### config.mk
export PLATFORM = sky130hd
export DESIGN_NAME = key_encoder_8_3
export DESIGN_NICKNAME = d
export VERILOG_FILES = /design/src/rtl/key_encoder_8_3.sv
export SDC_FILE = /design/constraint.sdc
export NUM_CORES = 1
export LEC_CHECK = 0
export ABC_AREA = 1
export ABC_CLOCK_PERIOD_IN_PS = 2300
export BUFFER_PORTS_ARGS = -buffer_cell sky130_fd_sc_hd__buf_2
export CELL_PAD_IN_SITES_DETAIL_PLACEMENT = 1
export CELL_PAD_IN_SITES_GLOBAL_PLACEMENT = 1
export CORE_ASPECT_RATIO = 0.8
export CORE_UTILIZATION = 45
export DETAILED_ROUTE_END_ITERATION = 10
export PLACE_DENSITY_LB_ADDON = 0.1
export REMOVE_ABC_BUFFERS = 1
export SLEW_MARGIN = 5
export SYNTH_ARGS = -nofsm -noshare
export SYNTH_HDL_FRONTEND = slang
export SYNTH_SLANG_ARGS = --single-unit
### constraint.sdc
create_clock -name clk -period 2.3 [get_ports clk]
set_input_delay 0.115 -clock clk [delete_from_list [all_inputs] [get_ports clk]]
set_output_delay 0.115 -clock clk [all_outputs]
set_load 0.02 [all_outputs]
### src/rtl/key_encoder_8_3.sv
// rtl/key_encoder_8_3.sv - debounced 8-to-3 priority key encoder with press/release filtering
// Optional multi-key detect is enabled by defining KEY_ENC_MULTI_DET_EN.
module key_encoder_8_3 #(
    parameter int DEB_CYCLES = 16
) (
    input  logic       clk,
    input  logic       rst,
    input  logic [7:0] key_n,
    output logic [2:0] code,
    output logic       valid,
    output logic       active,
    output logic       multi
);

    localparam int CW = $clog2(DEB_CYCLES);
    localparam logic [CW-1:0] CNT_MAX = CW'(DEB_CYCLES - 1);

    typedef enum logic [1:0] {
        IDLE,
        DEB_PRESS,
        HELD,
        DEB_REL
    } state_t;

    state_t          state_q, state_d;
    logic [7:0]      s1_q, s1_d;
    logic [7:0]      s2_q, s2_d;
    logic [7:0]      p_q, p_d;
    logic [CW-1:0]   cnt_q, cnt_d;
    logic [2:0]      code_q, code_d;
    logic            valid_q, valid_d;
    logic            active_q, active_d;
    logic [2:0]      enc_code;

    // Later (higher) indices overwrite earlier ones, so the highest low line wins.
    always_comb begin
        enc_code = 3'b000;
        for (int i = 0; i < 8; i++) begin
            if (!p_q[i]) begin
                enc_code = 3'(i);
            end
        end
    end

`ifdef KEY_ENC_MULTI_DET_EN
    logic       multi_q, multi_d;
    logic [3:0] zero_cnt;
    logic       enc_multi;

    always_comb begin
        zero_cnt = 4'd0;
        for (int i = 0; i < 8; i++) begin
            zero_cnt = zero_cnt + {3'b000, ~p_q[i]};
        end
        enc_multi = (zero_cnt > 4'd1);
    end

    always_ff @(posedge clk) begin
        if (rst) begin
            multi_q <= 1'b0;
        end else begin
            multi_q <= multi_d;
        end
    end

    assign multi = multi_q;
`else
    assign multi = 1'b0;
`endif

    always_comb begin
        s1_d     = key_n;
        s2_d     = s1_q;
        state_d  = state_q;
        p_d      = p_q;
        cnt_d    = cnt_q;
        code_d   = code_q;
        valid_d  = 1'b0;
        active_d = active_q;
`ifdef KEY_ENC_MULTI_DET_EN
        multi_d  = multi_q;
`endif
        case (state_q)
            IDLE: begin
                if (s2_q != 8'hFF) begin
                    p_d     = s2_q;
                    cnt_d   = '0;
                    state_d = DEB_PRESS;
                end
            end
            DEB_PRESS: begin
                if (s2_q != p_q) begin
                    state_d = IDLE;
                end else if (cnt_q == CNT_MAX) begin
                    code_d   = enc_code;
`ifdef KEY_ENC_MULTI_DET_EN
                    multi_d  = enc_multi;
`endif
                    valid_d  = 1'b1;
                    active_d = 1'b1;
                    state_d  = HELD;
                end else begin
                    cnt_d = cnt_q + CW'(1);
                end
            end
            HELD: begin
                // Pattern changes while held are deliberately ignored; only full release counts.
                if (s2_q == 8'hFF) begin
                    cnt_d   = '0;
                    state_d = DEB_REL;
                end
            end
            DEB_REL: begin
                if (s2_q != 8'hFF) begin
                    state_d = HELD;
                end else if (cnt_q == CNT_MAX) begin
                    active_d = 1'b0;
                    state_d  = IDLE;
                end else begin
                    cnt_d = cnt_q + CW'(1);
                end
            end
            default: begin
                state_d = IDLE;
            end
        endcase
    end

    always_ff @(posedge clk) begin
        if (rst) begin
            state_q  <= IDLE;
            s1_q     <= 8'hFF;
            s2_q     <= 8'hFF;
            p_q      <= 8'hFF;
            cnt_q    <= '0;
            code_q   <= 3'b000;
            valid_q  <= 1'b0;
            active_q <= 1'b0;
        end else begin
            state_q  <= state_d;
            s1_q     <= s1_d;
            s2_q     <= s2_d;
            p_q      <= p_d;
            cnt_q    <= cnt_d;
            code_q   <= code_d;
            valid_q  <= valid_d;
            active_q <= active_d;
        end
    end

    assign code   = code_q;
    assign valid  = valid_q;
    assign active = active_q;

endmodule

==> results.md <==
* Outcome: finished clean
* Antenna Nets Post-Route at 0
* Setup TNS at 0 ps
* Grt total ovfl at 0
* Slew HR at 61.90%
* CTS clk-pin slew, worst paths at 70 ps
* Die Wd at 67.20 µm
* Clock Power Share at between 20 and 30%
* Die ar. at approximately 3600 µm²
* Unrepaired setup endpoints after global routing: false
* Pwr/cell area at 974.5 nW/µm²
* TritonCTS clock tree: done
* Cell-internal power at between 1 and 1.5 mW
* Worst-margin pin slew at around 570 ps
* WL/cell at approximately 12 µm
* DRT Pass-1 Iters at 5
* Num CTS Buffers at 5
* Starting Density at 48.53%
* Io pins at 16
* Die height at 54.16 µm
* N_diodes at 0
* Met3 usage at 5.720%
* Critical Path End Type: flop
* Worst Setup Start Kind: flop
* Switch share at 35.41%
* Lkg Pwr at 0.8743 nW
* DP Area at around 1600 µm²
* CTS resizes at 0
* Synth Area in Adders at 0.8177%
* Req. time, crit path at 2490 ps
* Maxcap violations at 0
* Clock Tree Buf Depth at 2
* Main combinational cell family by area after synthesis: simple AND/OR/NAND/NOR gates
* Setup WS pre-CTS at approximately 770 ps
* Yosys Warn Count at 0
* Met1 GRT Util at 23.66%
* Vias at between 1000 and 1500
* Tcrit/Tclk final at about two thirds
* Number of setup buffers added after CTS at 0
* Achievable Freq at 650.7 MHz
* Met2 usage at 36.17%
* Final Slew Violations at 0
* Rows at 18
* Root Buffer: clkbuf_8
* FILL cells at 398
* Logic pwr share at 27.9%
* # nets final at 228
* Final Hold Fails at 0
* Synthesis-stage register bit count at 35
* DP HPWL at between 2 and 2.5 mm
* Final setup fails at 0
* Worst setup margin at about 760 ps
* Unique masters post-synth at 30
* Mean Syn Cell Area at about 8 µm²
* Peak supply drop at 0.4802 mV
* Dpl cells at 246
* Clk sink count at 35
* First-pass GRT wire length at 5.347 mm
* Syn Inst Count at 197
* Initial antenna violation count at 0
* Detailed-route vias per instance at between 4 and 5
* DRC at 0
* Mux contribution to synthesized area at 0%
* Skew final at ~6 ps
* GR peak layer: met2
* Initial DRC count at 36
* Overall Global Routing Usage at 20.73%
* Crit path DAT at 1720 ps
* Synthesized cell area at about 1500 µm²
* Register share of total power at 44.6%
* Vias in the first global route at roughly 1200
* Layout area overhead at 14.96%
* H-tree levels at 2
* Post-Synth XOR/XNOR Area at 3.434%
* CP Class: reg -> reg
* Core area at around 3200 µm²
* Fin cells at 258
* # hold bufs at CTS at 3
* Hold WC Path Type: in -> reg
* # port buffers at 14
* Clock Latency Late Sink at 290 ps
* Compound-gate portion of the synthesized area at 8.177%
* Fraction of layout cells with a size suffix above 1 at 26.61%
* Min Tclk post-route at 1537 ps
* Worst-path maximum fanout at 6
* Power Total at 1.714 mW
* Switching power at 607.1 µW
* Sequential-to-total area share from yosys stat at 45.79%
* Post-route cell area at 1759 µm²
* Final wirelength at 3.173 mm
* Gp weighted congestion at 0.7692
* Largest net degree at the start of global routing at 21
* Area fraction in and, or, nand and nor cells after synthesis at 32.87%
==> per-stage QoR <==
stage / utilization [%] / hold WS, ps
6_report: 55.79 / 5.998
3_3_place_gp: 51.39 / 296.6
5_1_grt: 55.79 / 2.993
4_1_cts: 55.48 / 0.3904
3_5_place_dp: 51.39 / 302.4
2_1_floorplan: - / 177.4
==> area by class of cell <==
class	count	area [µm²]	share of cell area, %
sequential	35	700.7	39.83
multi-input combinational	131	696.9	39.62
timing repair buffer	18	110.1	6.259
clock inverter	2	16.27	0.9246
tap	40	50.05	2.845
clock buffer	6	82.58	4.694
inverter	26	102.6	5.832
==> power by group through the flow <==
stage	combinational (mW)	clock [mW]	sequential, mW
CTS	0.481	0.486	0.764
floorplan	0.370	0	0.754
global route	0.546	0.509	0.773
finish	0.478	0.471	0.765
detailed placement	0.470	0	0.778
global placement	0.442	0	0.769
==> cells in the final DEF (no fill, tap or decap), types with 3 or more instances in the layout <==
master	synthesis	final
nand3_1	4	4
inv_1	23	23
o211ai_1	7	7
o21ai_1	3	3
clkbuf_8	0	6
xnor2_1	5	5
dfxtp_1	35	35
dlygate4sd3_1	0	4
or2_2	16	16
o21ai_0	6	6
nor2_1	16	16
nand2_1	46	46
nor2_2	8	8
buf_2	0	14
nand2_2	4	4
==> worst max-delay path, stage by stage, from the launching register on <==
cell,delay (ps)
dfxtp_1,380
ha_1,190
nand2_1,70
nor2_1,210
nand2_1,120
nand2_2,100
nor2_4,40
nand2_4,110
clkinv_4,60
nor2_1,90
nor2_1,50
==> synth_stat cells, drive strengths merged <==
| library cell | number | area [µm²] |
|---|---|---|
| conb | 1 | 3.750 |
| o211ai | 7 | 52.55 |
| xnor2 | 5 | 43.79 |
| inv | 25 | 93.84 |
| nor3b | 1 | 7.510 |
| nand3 | 5 | 30.03 |
| nand3b | 1 | 7.510 |
| a21oi | 3 | 18.77 |
| nand4 | 1 | 6.260 |
| xor2 | 1 | 8.760 |
| ha | 1 | 12.51 |
| clkinv | 1 | 8.760 |
| nand2 | 51 | 209.0 |
| nor2 | 26 | 132.6 |
| o2111ai | 1 | 8.760 |
| dfxtp | 35 | 700.7 |
| or2 | 16 | 100.1 |
| nor3 | 2 | 10.01 |
| buf | 2 | 18.77 |
| clkbuf | 3 | 11.26 |
| o21ai | 9 | 45.04 |
==> routing by layer <==
metal,wire length [µm],share of wire (%)
met2,1485,47
met1,1507,47
met4,67,2.1
met3,113,3.6
met5,0,0
==> registers in the layout, summed over array words and instances (netlist names) <==
name	cells
s1_q	8
code	3
active	1
s2_q	8
p_q	8
valid	1
state_q	2
cnt_q	4
==> final timing paths <==
kind | start | end | slack [ps] | depth (start not counted)
worst max-delay path | cnt_q[0]$_SDFFE_PP0P_ | cnt_q[0]$_SDFFE_PP0P_ | 760 | 10
worst min-delay path | key_n[2] | s1_q[2]$_SDFF_PP1_ | 6 | 2
worst max register to register | cnt_q[0]$_SDFFE_PP0P_ | cnt_q[0]$_SDFFE_PP0P_ | 760 | 10
worst min register to register | s1_q[3]$_SDFF_PP1_ | s2_q[3]$_SDFF_PP1_ | 410 | 1
==> logic make-up (layout without fill, tap and decap cells) <==
family,after synthesis,in the layout
compound gates,20,20
xor+xnor,6,6
fa+ha+maj,1,1
buf+inv,31,52
flops,35,35
other cells,1,1
simple gates,103,103
Power figures use the tool's default switching activity.
